### src/rtl/sdram_port_arbiter_if.sv
// Requester-side (download writer, tape and FDD read ports) and SDRAM controller signals of the port arbiter.
// slave is the arbiter's view; master is the view of whatever drives the requesters and the controller.
interface sdram_port_arbiter_if #(
    parameter int AW = 25,
    parameter int DW = 16
);
    logic          dl_active;
    logic          dl_wr;
    logic [AW-1:0] dl_addr;
    logic [DW-1:0] dl_data;
    logic          tape_rd;
    logic [AW-1:0] tape_addr;
    logic [DW-1:0] tape_data;
    logic          tape_stb;
    logic          fdd_rd;
    logic [AW-1:0] fdd_addr;
    logic [DW-1:0] fdd_data;
    logic          fdd_stb;
    logic [AW-1:0] mem_addr;
    logic [DW-1:0] mem_din;
    logic          mem_we;
    logic          mem_rd;
    logic [DW-1:0] mem_dout;
    logic          mem_ready;
    logic          ovf;
    logic          tmo;

    modport slave (
        input  dl_active, dl_wr, dl_addr, dl_data,
        input  tape_rd, tape_addr, fdd_rd, fdd_addr,
        input  mem_dout, mem_ready,
        output tape_data, tape_stb, fdd_data, fdd_stb,
        output mem_addr, mem_din, mem_we, mem_rd, ovf, tmo
    );

    modport master (
        output dl_active, dl_wr, dl_addr, dl_data,
        output tape_rd, tape_addr, fdd_rd, fdd_addr,
        output mem_dout, mem_ready,
        input  tape_data, tape_stb, fdd_data, fdd_stb,
        input  mem_addr, mem_din, mem_we, mem_rd, ovf, tmo
    );
endinterface

### src/rtl/sdram_port_arbiter.sv
// Shares one SDRAM port between the ioctl download writer (2-deep write FIFO) and the tape/FDD read ports.
// Read pulse N -> mem_rd N+2, mem_ready M -> stb M+1; no backpressure: full-FIFO writes drop (ovf), repeat reads merge.
module sdram_port_arbiter #(
    parameter int AW      = 25,
    parameter int DW      = 16,
    parameter int TIMEOUT = 1023
) (
    input  logic                CLKSYS,
    input  logic                reset,
    sdram_port_arbiter_if.slave bus
);
    localparam int CW = $clog2(TIMEOUT + 1);

    typedef enum logic {IDLE, WAIT} state_t;
    typedef enum logic [1:0] {OP_WR, OP_TAPE, OP_FDD} op_t;
    typedef struct packed {
        logic [AW-1:0] addr;
        logic [DW-1:0] data;
    } wr_ent_t;

    state_t        state, state_nxt;
    op_t           op, op_nxt;
    logic          grant, done, timed_out;
    logic [CW-1:0] tmo_cnt;
    logic          tape_pend, fdd_pend;
    logic          last_fdd;

    wr_ent_t       fifo_q [2];
    logic          fifo_wp, fifo_rp;
    logic [1:0]    fifo_cnt;
    logic          push, pop;
    logic          done_tape, done_fdd;

    assign push      = bus.dl_wr && (fifo_cnt != 2'd2);
    assign pop       = done && (op == OP_WR);
    assign done_tape = done && (op == OP_TAPE);
    assign done_fdd  = done && (op == OP_FDD);

    always_ff @(posedge CLKSYS or posedge reset) begin
        if (reset) begin
            state <= IDLE;
            op    <= OP_WR;
        end else begin
            state <= state_nxt;
            op    <= op_nxt;
        end
    end

    // Queued writes always win the IDLE decision; reads wait out an active download.
    always_comb begin
        state_nxt = state;
        op_nxt    = op;
        grant     = 1'b0;
        done      = 1'b0;
        timed_out = 1'b0;
        case (state)
            IDLE: begin
                if (fifo_cnt != 2'd0) begin
                    grant  = 1'b1;
                    op_nxt = OP_WR;
                end else if (!bus.dl_active && (tape_pend || fdd_pend)) begin
                    grant = 1'b1;
                    if (tape_pend && fdd_pend)
                        op_nxt = last_fdd ? OP_TAPE : OP_FDD;
                    else
                        op_nxt = tape_pend ? OP_TAPE : OP_FDD;
                end
                if (grant)
                    state_nxt = WAIT;
            end
            WAIT: begin
                if (bus.mem_ready) begin
                    done      = 1'b1;
                    state_nxt = IDLE;
                end else if (tmo_cnt == '0) begin
                    done      = 1'b1;
                    timed_out = 1'b1;
                    state_nxt = IDLE;
                end
            end
            default: state_nxt = IDLE;
        endcase
    end

    always_ff @(posedge CLKSYS or posedge reset) begin
        if (reset) begin
            fifo_q[0] <= '0;
            fifo_q[1] <= '0;
            fifo_wp   <= 1'b0;
            fifo_rp   <= 1'b0;
            fifo_cnt  <= 2'd0;
        end else begin
            if (push) begin
                fifo_q[fifo_wp] <= {bus.dl_addr, bus.dl_data};
                fifo_wp         <= ~fifo_wp;
            end
            if (pop)
                fifo_rp <= ~fifo_rp;
            fifo_cnt <= fifo_cnt + 2'(push) - 2'(pop);
        end
    end

    always_ff @(posedge CLKSYS or posedge reset) begin
        if (reset) begin
            bus.mem_addr  <= '0;
            bus.mem_din   <= '0;
            bus.mem_we    <= 1'b0;
            bus.mem_rd    <= 1'b0;
            bus.tape_data <= '0;
            bus.tape_stb  <= 1'b0;
            bus.fdd_data  <= '0;
            bus.fdd_stb   <= 1'b0;
            bus.ovf       <= 1'b0;
            bus.tmo       <= 1'b0;
            tmo_cnt       <= '0;
            tape_pend     <= 1'b0;
            fdd_pend      <= 1'b0;
            last_fdd      <= 1'b1;
        end else begin
            bus.mem_we   <= grant && (op_nxt == OP_WR);
            bus.mem_rd   <= grant && (op_nxt != OP_WR);
            bus.tape_stb <= done_tape;
            bus.fdd_stb  <= done_fdd;
            bus.ovf      <= bus.ovf || (bus.dl_wr && !push);
            bus.tmo      <= bus.tmo || timed_out;

            if (grant) begin
                tmo_cnt <= CW'(TIMEOUT);
                case (op_nxt)
                    OP_WR: begin
                        bus.mem_addr <= fifo_q[fifo_rp].addr;
                        bus.mem_din  <= fifo_q[fifo_rp].data;
                    end
                    OP_TAPE: bus.mem_addr <= bus.tape_addr;
                    default: bus.mem_addr <= bus.fdd_addr;
                endcase
                if (op_nxt != OP_WR)
                    last_fdd <= (op_nxt == OP_FDD);
            end else if (state == WAIT && tmo_cnt != '0) begin
                tmo_cnt <= tmo_cnt - CW'(1);
            end

            // An expired read still completes, returning zero.
            if (done_tape)
                bus.tape_data <= timed_out ? '0 : bus.mem_dout;
            if (done_fdd)
                bus.fdd_data <= timed_out ? '0 : bus.mem_dout;

            tape_pend <= (tape_pend && !done_tape) || (bus.tape_rd && !tape_pend);
            fdd_pend  <= (fdd_pend && !done_fdd) || (bus.fdd_rd && !fdd_pend);
        end
    end
endmodule

### src/flat_wrapper.sv
// flat-port wrapper written by rule: the top's interface ports become plain ports
module sdram_port_arbiter_flat 
#(
    parameter int AW      = 25,
    parameter int DW      = 16,
    parameter int TIMEOUT = 1023
)
  (CLKSYS, reset, bus_dl_active, bus_dl_wr, bus_dl_addr, bus_dl_data, bus_tape_rd, bus_tape_addr, bus_fdd_rd, bus_fdd_addr, bus_mem_dout, bus_mem_ready, bus_tape_data, bus_tape_stb, bus_fdd_data, bus_fdd_stb, bus_mem_addr, bus_mem_din, bus_mem_we, bus_mem_rd, bus_ovf, bus_tmo);
  sdram_port_arbiter_if #(.AW(AW), .DW(DW)) bus_i ();
  input  logic CLKSYS;
  input  logic reset;
  input wire logic [$bits(bus_i.dl_active)-1:0] bus_dl_active;
  input wire logic [$bits(bus_i.dl_wr)-1:0] bus_dl_wr;
  input wire logic [$bits(bus_i.dl_addr)-1:0] bus_dl_addr;
  input wire logic [$bits(bus_i.dl_data)-1:0] bus_dl_data;
  input wire logic [$bits(bus_i.tape_rd)-1:0] bus_tape_rd;
  input wire logic [$bits(bus_i.tape_addr)-1:0] bus_tape_addr;
  input wire logic [$bits(bus_i.fdd_rd)-1:0] bus_fdd_rd;
  input wire logic [$bits(bus_i.fdd_addr)-1:0] bus_fdd_addr;
  input wire logic [$bits(bus_i.mem_dout)-1:0] bus_mem_dout;
  input wire logic [$bits(bus_i.mem_ready)-1:0] bus_mem_ready;
  output wire logic [$bits(bus_i.tape_data)-1:0] bus_tape_data;
  output wire logic [$bits(bus_i.tape_stb)-1:0] bus_tape_stb;
  output wire logic [$bits(bus_i.fdd_data)-1:0] bus_fdd_data;
  output wire logic [$bits(bus_i.fdd_stb)-1:0] bus_fdd_stb;
  output wire logic [$bits(bus_i.mem_addr)-1:0] bus_mem_addr;
  output wire logic [$bits(bus_i.mem_din)-1:0] bus_mem_din;
  output wire logic [$bits(bus_i.mem_we)-1:0] bus_mem_we;
  output wire logic [$bits(bus_i.mem_rd)-1:0] bus_mem_rd;
  output wire logic [$bits(bus_i.ovf)-1:0] bus_ovf;
  output wire logic [$bits(bus_i.tmo)-1:0] bus_tmo;
  assign bus_i.dl_active = bus_dl_active;
  assign bus_i.dl_wr = bus_dl_wr;
  assign bus_i.dl_addr = bus_dl_addr;
  assign bus_i.dl_data = bus_dl_data;
  assign bus_i.tape_rd = bus_tape_rd;
  assign bus_i.tape_addr = bus_tape_addr;
  assign bus_i.fdd_rd = bus_fdd_rd;
  assign bus_i.fdd_addr = bus_fdd_addr;
  assign bus_i.mem_dout = bus_mem_dout;
  assign bus_i.mem_ready = bus_mem_ready;
  assign bus_tape_data = bus_i.tape_data;
  assign bus_tape_stb = bus_i.tape_stb;
  assign bus_fdd_data = bus_i.fdd_data;
  assign bus_fdd_stb = bus_i.fdd_stb;
  assign bus_mem_addr = bus_i.mem_addr;
  assign bus_mem_din = bus_i.mem_din;
  assign bus_mem_we = bus_i.mem_we;
  assign bus_mem_rd = bus_i.mem_rd;
  assign bus_ovf = bus_i.ovf;
  assign bus_tmo = bus_i.tmo;
  sdram_port_arbiter #(.AW(AW), .DW(DW), .TIMEOUT(TIMEOUT)) u_core (.CLKSYS(CLKSYS), .reset(reset), .bus(bus_i));
endmodule
### config.mk
export PLATFORM = sky130hd
export DESIGN_NAME = sdram_port_arbiter_flat
export DESIGN_NICKNAME = d
export VERILOG_FILES = /design/src/rtl/sdram_port_arbiter_if.sv /design/src/rtl/sdram_port_arbiter.sv /design/src/flat_wrapper.sv
export SDC_FILE = /design/constraint.sdc
export NUM_CORES = 1
export LEC_CHECK = 0
export CORE_MARGIN = 2
export CORE_UTILIZATION = 67
export DETAILED_ROUTE_END_ITERATION = 16
export DONT_BUFFER_PORTS = 1
export PLACE_DENSITY = 0.88
export SYNTH_ARGS = -nofsm -noshare
export SYNTH_HDL_FRONTEND = slang
export SYNTH_SLANG_ARGS = --single-unit
export TNS_END_PERCENT = 1
### constraint.sdc
create_clock -name CLKSYS -period 10.8 [get_ports CLKSYS]
set_input_delay 1.62 -clock CLKSYS [delete_from_list [all_inputs] [get_ports CLKSYS]]
set_output_delay 1.62 -clock CLKSYS [all_outputs]
set_load 0.005 [all_outputs]
# Word level (Yosys, flattened, before mapping)
# Cells that the tools add are included.
# totals
reg_bits,181
latch_bits,0
mem_bits_rw,0
romBits,0
inputBits,114
elab_cells,103
n_memories,0
# classes
add_sub_neg,3
n_mul,0
n_div,0
magnitude_cmp,3
eq_ne,5
n_shift,0
mux,29
bitwise_logic,5
n_reduce_logical,35
# op_table
cell,n
two-way mux 41 bit,4
bitwise mux 82 bit,1
one-hot mux 25 bit (2 select lines),1
demux 41 bit (select 1 bit),1
two-way mux 10 bit,2
two-way mux 16 bit,1
logical AND 1 bit,15
two-way mux 1 bit,12
two-way mux 2 bit,6
logical NOT 10 bit,1
nonzero test 10 bit,1
"subtractor 10 x 1 -> 10 bit, second input constant",1
logical NOT 1 bit,6
nonzero test 2 bit,3
logical OR 1 bit,5
"== test 2 x 1 -> 1 bit, second input constant",2
"== test 2 bit, second input constant",2
">= comparator 2 bit, second input constant",2
logical NOT 2 bit,2
NOT 1 -> 2 bit,2
AND reduction 2 bit,2
NOT 1 bit,3
adder 2 x 1 -> 2 bit,1
"less-than comparator 2 x 1 -> 1 bit, second input constant",1
3 further kinds,3

# Logic depth before layout (Yosys ltp)
# Gate-level depths: netlist of the first run.
# logic_depth
depth_word,8
ltp_mapped,10

# Least setup slack after synthesis of the first run
# No wires, ideal clock.
# synth_timing
path_type,input -> register
from,input bus_dl_active
to,register u_core.bus.mem_addr[10]
setup_time_ns,0.126
t_arrival_ns,2.796
required_time_ns,10.674
setup_slack_ns,7.878
path_stages,6
path_cell_list,or3b_1 o221ai_1 buf_4 buf_4 mux2i_1 o22ai_1
# synth_via
elab_chain_cells,7
word_cells_on_any_way,12
# synth_lines
element,line,text
"start, declared",flat_wrapper.sv:12,input wire logic [$bits(bus_i.dl_active)-1:0] bus_dl_active;
logical NOT 1 bit (*),sdram_port_arbiter.sv:61,end else if (!bus.dl_active && (tape_pend || fdd_pend)) begin
logical AND 1 bit (*),sdram_port_arbiter.sv:61,
two-way mux 2 bit,sdram_port_arbiter.sv:61,
two-way mux 2 bit,sdram_port_arbiter.sv:58,if (fifo_cnt != 2'd0) begin
two-way mux 2 bit,sdram_port_arbiter.sv:56,case (state)
== test 2 x 1 -> 1 bit or logical NOT 2 bit (tied branches),sdram_port_arbiter.sv:129,case (op_nxt)
one-hot mux 25 bit (2 select lines),sdram_port_arbiter.sv:129,
"end signal, assigned",sdram_port_arbiter.sv:131,bus.mem_addr <= fifo_q[fifo_rp].addr;
"end signal, assigned",sdram_port_arbiter.sv:134,OP_TAPE: bus.mem_addr <= bus.tape_addr;
"end signal, assigned",sdram_port_arbiter.sv:135,default: bus.mem_addr <= bus.fdd_addr;
"end, declared",sdram_port_arbiter_if.sv:33,"output mem_addr, mem_din, mem_we, mem_rd, ovf, tmo"
# Every way passes the cells marked *; elsewhere a longest branch is shown, timed or not. The select of a mux whose other input is x is not followed.
# A chain may end at the register's enable or synchronous reset.

# Final worst setup path of the first run
# layout_timing
from,input bus_dl_active
to,register u_core.bus.mem_addr[17]
# Same word-level chain as after synthesis.

==> results of run 1 <==
-- worst reg2reg max path, delay by kind of cell (launching register included) --
kind             cells  cell delay [ns]
flip-flops           1             0.54
AO/OA/AOI/OAI        2             0.91
AND/OR/NAND/NOR      2             1.26
-- cell type report --
cell class / instances / share of cell area, %
clock buffer: 20 / 5.273
clock inverter: 12 / 1.802
inverter: 12 / 0.5908
multi-input combinational: 378 / 36.28
sequential: 181 / 53.50
tap: 143 / 2.112
timing repair buffer: 5 / 0.4431
-- cell families after synthesis --
| logic type | after synthesis | synth area share [%] |
|---|---|---|
| multiplexers | 148 | 20.75 |
| flip-flops | 181 | 58.21 |
| adder cells (fa/ha/maj) | 3 | 0.4823 |
| AND/OR/NAND/NOR | 89 | 5.803 |
| AO/OA/AOI/OAI | 132 | 11.22 |
| XOR/XNOR | 6 | 0.6751 |
| buffers and inverters | 50 | 2.861 |
-- layout by cell type, fill, tap and decap left out, types with 2 or more instances in the layout --
master	synthesis	layout
dfrtp_1	180	179
mux2_2	107	107
mux2i_1	41	41
a22o_1	32	32
nor2_1	32	31
a21oi_1	32	31
nand2_1	23	23
o22ai_1	23	23
o21ai_0	21	21
clkbuf_16	0	17
inv_1	12	11
a31oi_1	5	5
xnor2_1	5	5
buf_4	3	5
and4_1	4	4
clkinvlp_4	0	4
nand2b_1	3	3
nor3b_1	3	3
and3_1	3	3
nor3_1	4	3
nand3_1	4	3
inv_6	0	3
ha_1	3	3
bufinv_16	0	3
clkinv_2	0	3
nor3_2	1	2
or3_1	2	2
nor2b_1	2	2
and2_1	2	2
o21a_1	2	2
a31o_2	2	2
o211ai_1	2	2
a2111oi_0	2	2
a211oi_1	2	2
clkbuf_1	16	2
-- how the worst max path moves through the flow --
stage	from	end	slack [ns]	cells past startpoint
6_report	bus_dl_active	u_core.bus.mem_addr[17]	7.37	4
5_1_grt	bus_dl_active	u_core.bus.mem_addr[7]	7.23	4
4_1_cts	bus_dl_active	u_core.bus.mem_addr[17]	7.42	4
3_5_place_dp	bus_dl_active	u_core.bus.mem_addr[12]	6.96	4
3_3_place_gp	bus_dl_active	u_core.bus.mem_addr[14]	7.12	4
2_1_floorplan	reset	u_core.bus.fdd_data[0]	4.27	1
-- layer usage --
metal  global-route usage [%]  share of wire [%]  vias up  wire length, microns
li1                         -                  -     2189                     -
met1                    34.08                 39     2505                  6687
met2                    45.94                 49      225                  8384
met3                    10.40                9.3       29                  1594
met4                    10.53                2.5        0                   426
met5                        0                  0        -                     0
-- power groups by stage --
stage,Combinational [mW],Clock [mW],Sequential [mW]
after CTS,0.866,0.630,1.27
after floorplan,0.752,0,1.16
after detailed placement,0.863,0,1.28
final,0.861,0.626,1.27
after global placement,0.805,0,1.25
after global routing,0.947,0.660,1.31
-- metrics by stage --
| stage | hold WS, ns | std cells | instance area, sq um | utilization [%] |
|---|---|---|---|---|
| 6_report | 0.5052 | 751 | 8471 | 74.50 |
| 5_1_grt | 0.5141 | 751 | 8471 | 74.50 |
| 4_1_cts | 0.5069 | 751 | 8471 | 74.50 |
| 3_5_place_dp | 0.4918 | 719 | 7871 | 69.23 |
| 3_3_place_gp | 0.4814 | 719 | 7871 | 69.23 |
| 2_1_floorplan | 0.4663 | 609 | 7784 | - |
-- registers in the layout, summed over array words and instances, names as in the netlist --
signal and flops:
u_core.bus.fdd_data 16, u_core.bus.fdd_stb 1, u_core.bus.mem_addr 25, u_core.bus.mem_din 16, u_core.bus.mem_rd 1, u_core.bus.mem_we 1, u_core.bus.ovf 1, u_core.bus.tape_data 16
u_core.bus.tape_stb 1, u_core.bus.tmo 1, u_core.fdd_pend 1, u_core.fifo_cnt 2, u_core.fifo_q 82, u_core.fifo_rp 1, u_core.fifo_wp 1, u_core.last_fdd 1
u_core.op 2, u_core.state 1, u_core.tape_pend 1, u_core.tmo_cnt 10
==> reports/metrics.yaml, run 1 <==
pwr-share-seq_pct: 46.1
slowest_stage: "nand2b_1"
irDropWorstVdd_mv: 0.2095
start_util_pct: 68.46
synth_top_area_cell: "dfrtp_1"
max_freq_mhz: 291.4
power_frac_comb_pct: 31.2
fp.dieH_microns: 111.8
clkPwrFrac_pct: 22.7
drive_above_1_share_pct: 25.66
cp_max_fo: 28
place.port_buffers: 0
multiInputGateArea_sq_um: 3073
cpPeakStageDelay_ns: 0.90
leakagePower_nw: 3.755
path_cells: "nor3b_1 -> o221a_2 -> nand2b_1 -> o22ai_1"
synth_edf_count: 0
clk_latency_ns: 0.43
yosys-top-cells-area: "dfrtp_1 58%, mux2_2 15%, mux2i_1 5.3%"
holdPathStages: 1
grt_pass1_wl_microns: 27390
finalCritPeriodShare_pct: 31.78
outcome: "finished, final reports clean"
wl_microns: 17090
grt_pass1_vias: 5304
relSlewSlack_pct: 16.88
start_kind: "input pin"
skew_ns: 0.006287
r2r_slack_ns: 7.93
drv_cap: 0
synth-seq-cells: 181
report.final.slew_viol_count: 0
hp-class: "reg -> reg"
rows: 39
total_power_mw: 2.759
core-area_sq_um: 11370
timing.rr.end: "u_core.bus.mem_addr[17]"
tightestPinTransition_ns: 1.247
setup-tns-final_ns: 0
synth_cell_types: 49
clkSinkCount: 181
synthArstFlopShare_pct: 100.0
rsz0062_at_grt: "false"
finalNetCount: 712
vias_per_cell: 6.589
dr.pass1.iters: 4
gp_congestion: 0.8747
diodes: 0
overflow: 0
worst_slack_ns: 7.368
timing.final.hold_violations: 0
synth.most_common_cell: "dfrtp_1"
synth_flop_cell: "dfrtp_1"
grt_start_max_net_pins: 97
crit_arrival_ns: 3.69
regArea_sq_um: 4532
cts_hold_buf: 0
yosys.area.top_type_share_pct: 57.87
rr_startpoint: "u_core.state"
p_sw_share_pct: 33.28
dr.first_iter.drc_count: 390
syn_area_per_cell_sq_um: 12.78
endpoint_kind: "flip-flop"
root_buffer: "clkbuf_16"
syn-num-nets: 726
min_period_ns: 3.432
cp_data_required_time_ns: 11.06
drt_drc_violations_left: 0
hold_start: "u_core.fifo_q[63]"
dieArea_sq_um: 12500
path_delay_family: "simple AND/OR/NAND/NOR gates"
routedWlPerCell_microns: 22.76
yosysWarnings: 0
p_per_area_nw_per_um2: 325.7
clk_path_buf_depth: 2
crit_type: "in -> reg"
antenna_found_initial: 0
r2r_cells: 4
area_delta_synth_final_pct: 8.825
post-place-ws_ns: 6.965
intPower_mw: 1.841
yosysSeqAreaShare_pct: 58.21
ant_nets: 0
vias: 4948
cts_tree: "yes"
grtUsageTotal_pct: 27.99
power_switching_mw: 0.9183
post_cts_resized: 0
fillers: 710
syn_area_sq_um: 7784
finalSetupViolations: 0
die_w_microns: 111.8
worst-path-buf-inv: 0
io_pins: 193
dp_hpwl_microns: 11340
cts_made_buffers: 17
htreeDepth: 4
min_delay_worst_endpoint: "u_core.fifo_q[63]"
synth_common_cells: "180 x dfrtp_1, 107 x mux2_2, 41 x mux2i_1"
synthCells: 609
clkTransAtPathRegs_ns: 0.06
post_cts_buffers: 0
No activity file was read; power rests on OpenSTA's default activity.
==> run 2, diff against run 1 <==
--- a/config.mk
+++ b/config.mk
@@ -6,10 +6,10 @@
 export NUM_CORES = 1
 export LEC_CHECK = 0
 export CORE_MARGIN = 2
-export CORE_UTILIZATION = 67
+export CORE_UTILIZATION = 63
 export DETAILED_ROUTE_END_ITERATION = 16
 export DONT_BUFFER_PORTS = 1
-export PLACE_DENSITY = 0.88
+export PLACE_DENSITY = 0.84
 export SYNTH_ARGS = -nofsm -noshare
 export SYNTH_HDL_FRONTEND = slang
 export SYNTH_SLANG_ARGS = --single-unit
==> constraint.sdc (replaced) <==
create_clock -name CLKSYS -period 3.22 [get_ports CLKSYS]
set_input_delay 0.483 -clock CLKSYS [delete_from_list [all_inputs] [get_ports CLKSYS]]
set_output_delay 0.483 -clock CLKSYS [all_outputs]
set_load 0.005 [all_outputs]
==> run 2 against run 1 <==
Compared with the run above: non-clock buffer count increased by 8; via count barely moved; setup slack worse by 6.7 ns; sequential power rose to 3.3 times the previous value; sequential cell count unchanged; power rose to 3.3 times the previous value; clock power grew to 3.2 times the previous value; combinational power grew to 3.4 times the previous value; clock-buffer cell count rose by 1; die area grew 6.1%.
==> reports/metrics.yaml, run 2 (synthesis gave the netlist of run 1 again) <==
io_pins: 193
hp-class: "in -> async"
finalNetCount: 720
drt_drc_violations_left: 0
drv_cap: 0
ant_nets: 0
finalSetupViolations: 0
path_cells: "inv_1 -> ha_1 -> nor4b_4 -> a31oi_1 -> nor4b_1 -> ha_1 -> inv_1 -> ha_1 -> xnor2_1 -> xnor2_1"
layout_commonest_cell: "dfrtp_1"
grt_pass1_vias: 5353
endpoint_kind: "flip-flop"
cts_made_buffers: 17
cts_hold_buf: 0
setup-tns-final_ns: 0
dp_hpwl_microns: 12020
power_frac_comb_pct: 32.5
crit_type: "reg -> reg"
relSlewSlack_pct: 25.39
core-area_sq_um: 12010
start_util_pct: 64.80
crit_arrival_ns: 2.91
vias: 4951
cp_max_fo: 5
crit_top_cell: "ha_1"
clk_latency_ns: 0.42
min_period_ns: 2.571
cpPeakStageDelay_ns: 0.49
pwr-share-seq_pct: 45.8
cts_tree: "yes"
dr.first_iter.drc_count: 294
antenna_found_initial: 0
overflow: 0
slowest_stage: "nor4b_1"
post_cts_resized: 0
diodes: 0
gp_congestion: 0.7783
post_cts_buffers: 0
grt_start_max_net_pins: 43
outcome: "finished, final reports clean"
drive_above_1_share_pct: 26.38
max_freq_mhz: 388.9
dr.pass1.iters: 6
area_delta_synth_final_pct: 9.693
final_cell_mix: "179 x dfrtp_1, 107 x mux2_2, 41 x mux2i_1"
vias_per_cell: 6.506
root_buffer: "clkbuf_16"
clk_path_buf_depth: 2
power_switching_mw: 3.034
fp.dieH_microns: 115.2
report.final.slew_viol_count: 0
routedWlPerCell_microns: 22.46
total_power_mw: 9.161
grt_pass1_wl_microns: 27030
start_kind: "flip-flop"
wl_microns: 17090
rows: 40
dieArea_sq_um: 13260
intPower_mw: 6.128
irDropWorstVdd_mv: 0.5681
finalCritPeriodShare_pct: 79.85
htreeDepth: 4
p_per_area_nw_per_um2: 1073
place.port_buffers: 0
clkSinkCount: 181
die_w_microns: 115.2
clkTransAtPathRegs_ns: 0.06
leakagePower_nw: 3.797
crit_path_start: "u_core.tmo_cnt[0]"
tightestPinTransition_ns: 1.115
p_sw_share_pct: 33.12
grtUsageTotal_pct: 26.72
timing.final.hold_violations: 0
largest-register: "u_core.fifo_q"
rsz0062_at_grt: "false"
largest_register_ffs: 82
skew_ns: 0.008131
clkPwrFrac_pct: 21.7
cp_data_required_time_ns: 3.56
layout_top_registers: "u_core.fifo_q: 82 flops, u_core.bus.mem_addr: 25 flops"
rr_startpoint: "u_core.tmo_cnt[0]"
==> run 2: layout make-up <==
class	instances	area (sq um)
Inverter	12	48.80
Clock inverter	9	105.1
Tap cell	147	183.9
Sequential cell	181	4532
Fill cell	828	3473
Timing Repair Buffer	13	135.1
Multi-Input combinational cell	378	3073
Clock buffer	21	460.4
==> run 2: power groups by stage <==
stage	registers, mW	clock network [mW]	logic (mW)
2_1_floorplan	3.89	0	2.52
3_3_place_gp	4.14	0	2.81
3_5_place_dp	4.22	0	3.00
4_1_cts	4.19	2.01	3.00
5_1_grt	4.33	2.13	3.26
6_report	4.20	1.99	2.97
==> run 2: layer usage <==
metal  up-vias  share of wire, %  global-route usage, %
met5         -                 0                      0
met4         0               2.2                  11.33
met3        28               7.7                  8.118
met2       194                51                  45.61
met1      2523                39                  31.53
li1       2206                 -                      -
==> run 2: through the flow <==
step / utilization (%) / hold WS, ns / worst slack [ns] / cell area, sq um / cells
2_1_floorplan: - / 0.4663 / 0.4152 / 7787 / 609
3_3_place_gp: 66.38 / 0.4811 / 0.8184 / 7973 / 731
3_5_place_dp: 66.38 / 0.4911 / 0.6822 / 7973 / 731
4_1_cts: 71.08 / 0.1346 / 0.6637 / 8538 / 761
5_1_grt: 71.08 / 0.1452 / 0.4477 / 8538 / 761
6_report: 71.08 / 0.1396 / 0.6487 / 8538 / 761
==> run 2: worst paths after layout <==
| path | endpoint | slack, ns | cells after the start |
|---|---|---|---|
| max | u_core.fifo_cnt[1] | 0.65 | 10 |
| min | u_core.bus.tmo | 0.14 | 1 |
| max reg2reg | u_core.fifo_cnt[1] | 0.65 | 10 |
| min reg2reg | u_core.fifo_q[17] | 0.50 | 1 |
| max in group asynchronous | u_core.fifo_q[57] | 2.20 | 2 |
| min in group CLKSYS | u_core.state | 0.16 | 1 |
==> run 2: critical path, delay by kind of cell (launching register included) <==
| family | cells | cell delay, ns |
|---|---|---|
| flops | 1 | 0.41 |
| buf+inv | 2 | 0.18 |
| fa+ha+maj | 3 | 0.67 |
| xor+xnor | 2 | 0.28 |
| compound gates | 1 | 0.17 |
| simple gates | 2 | 0.78 |
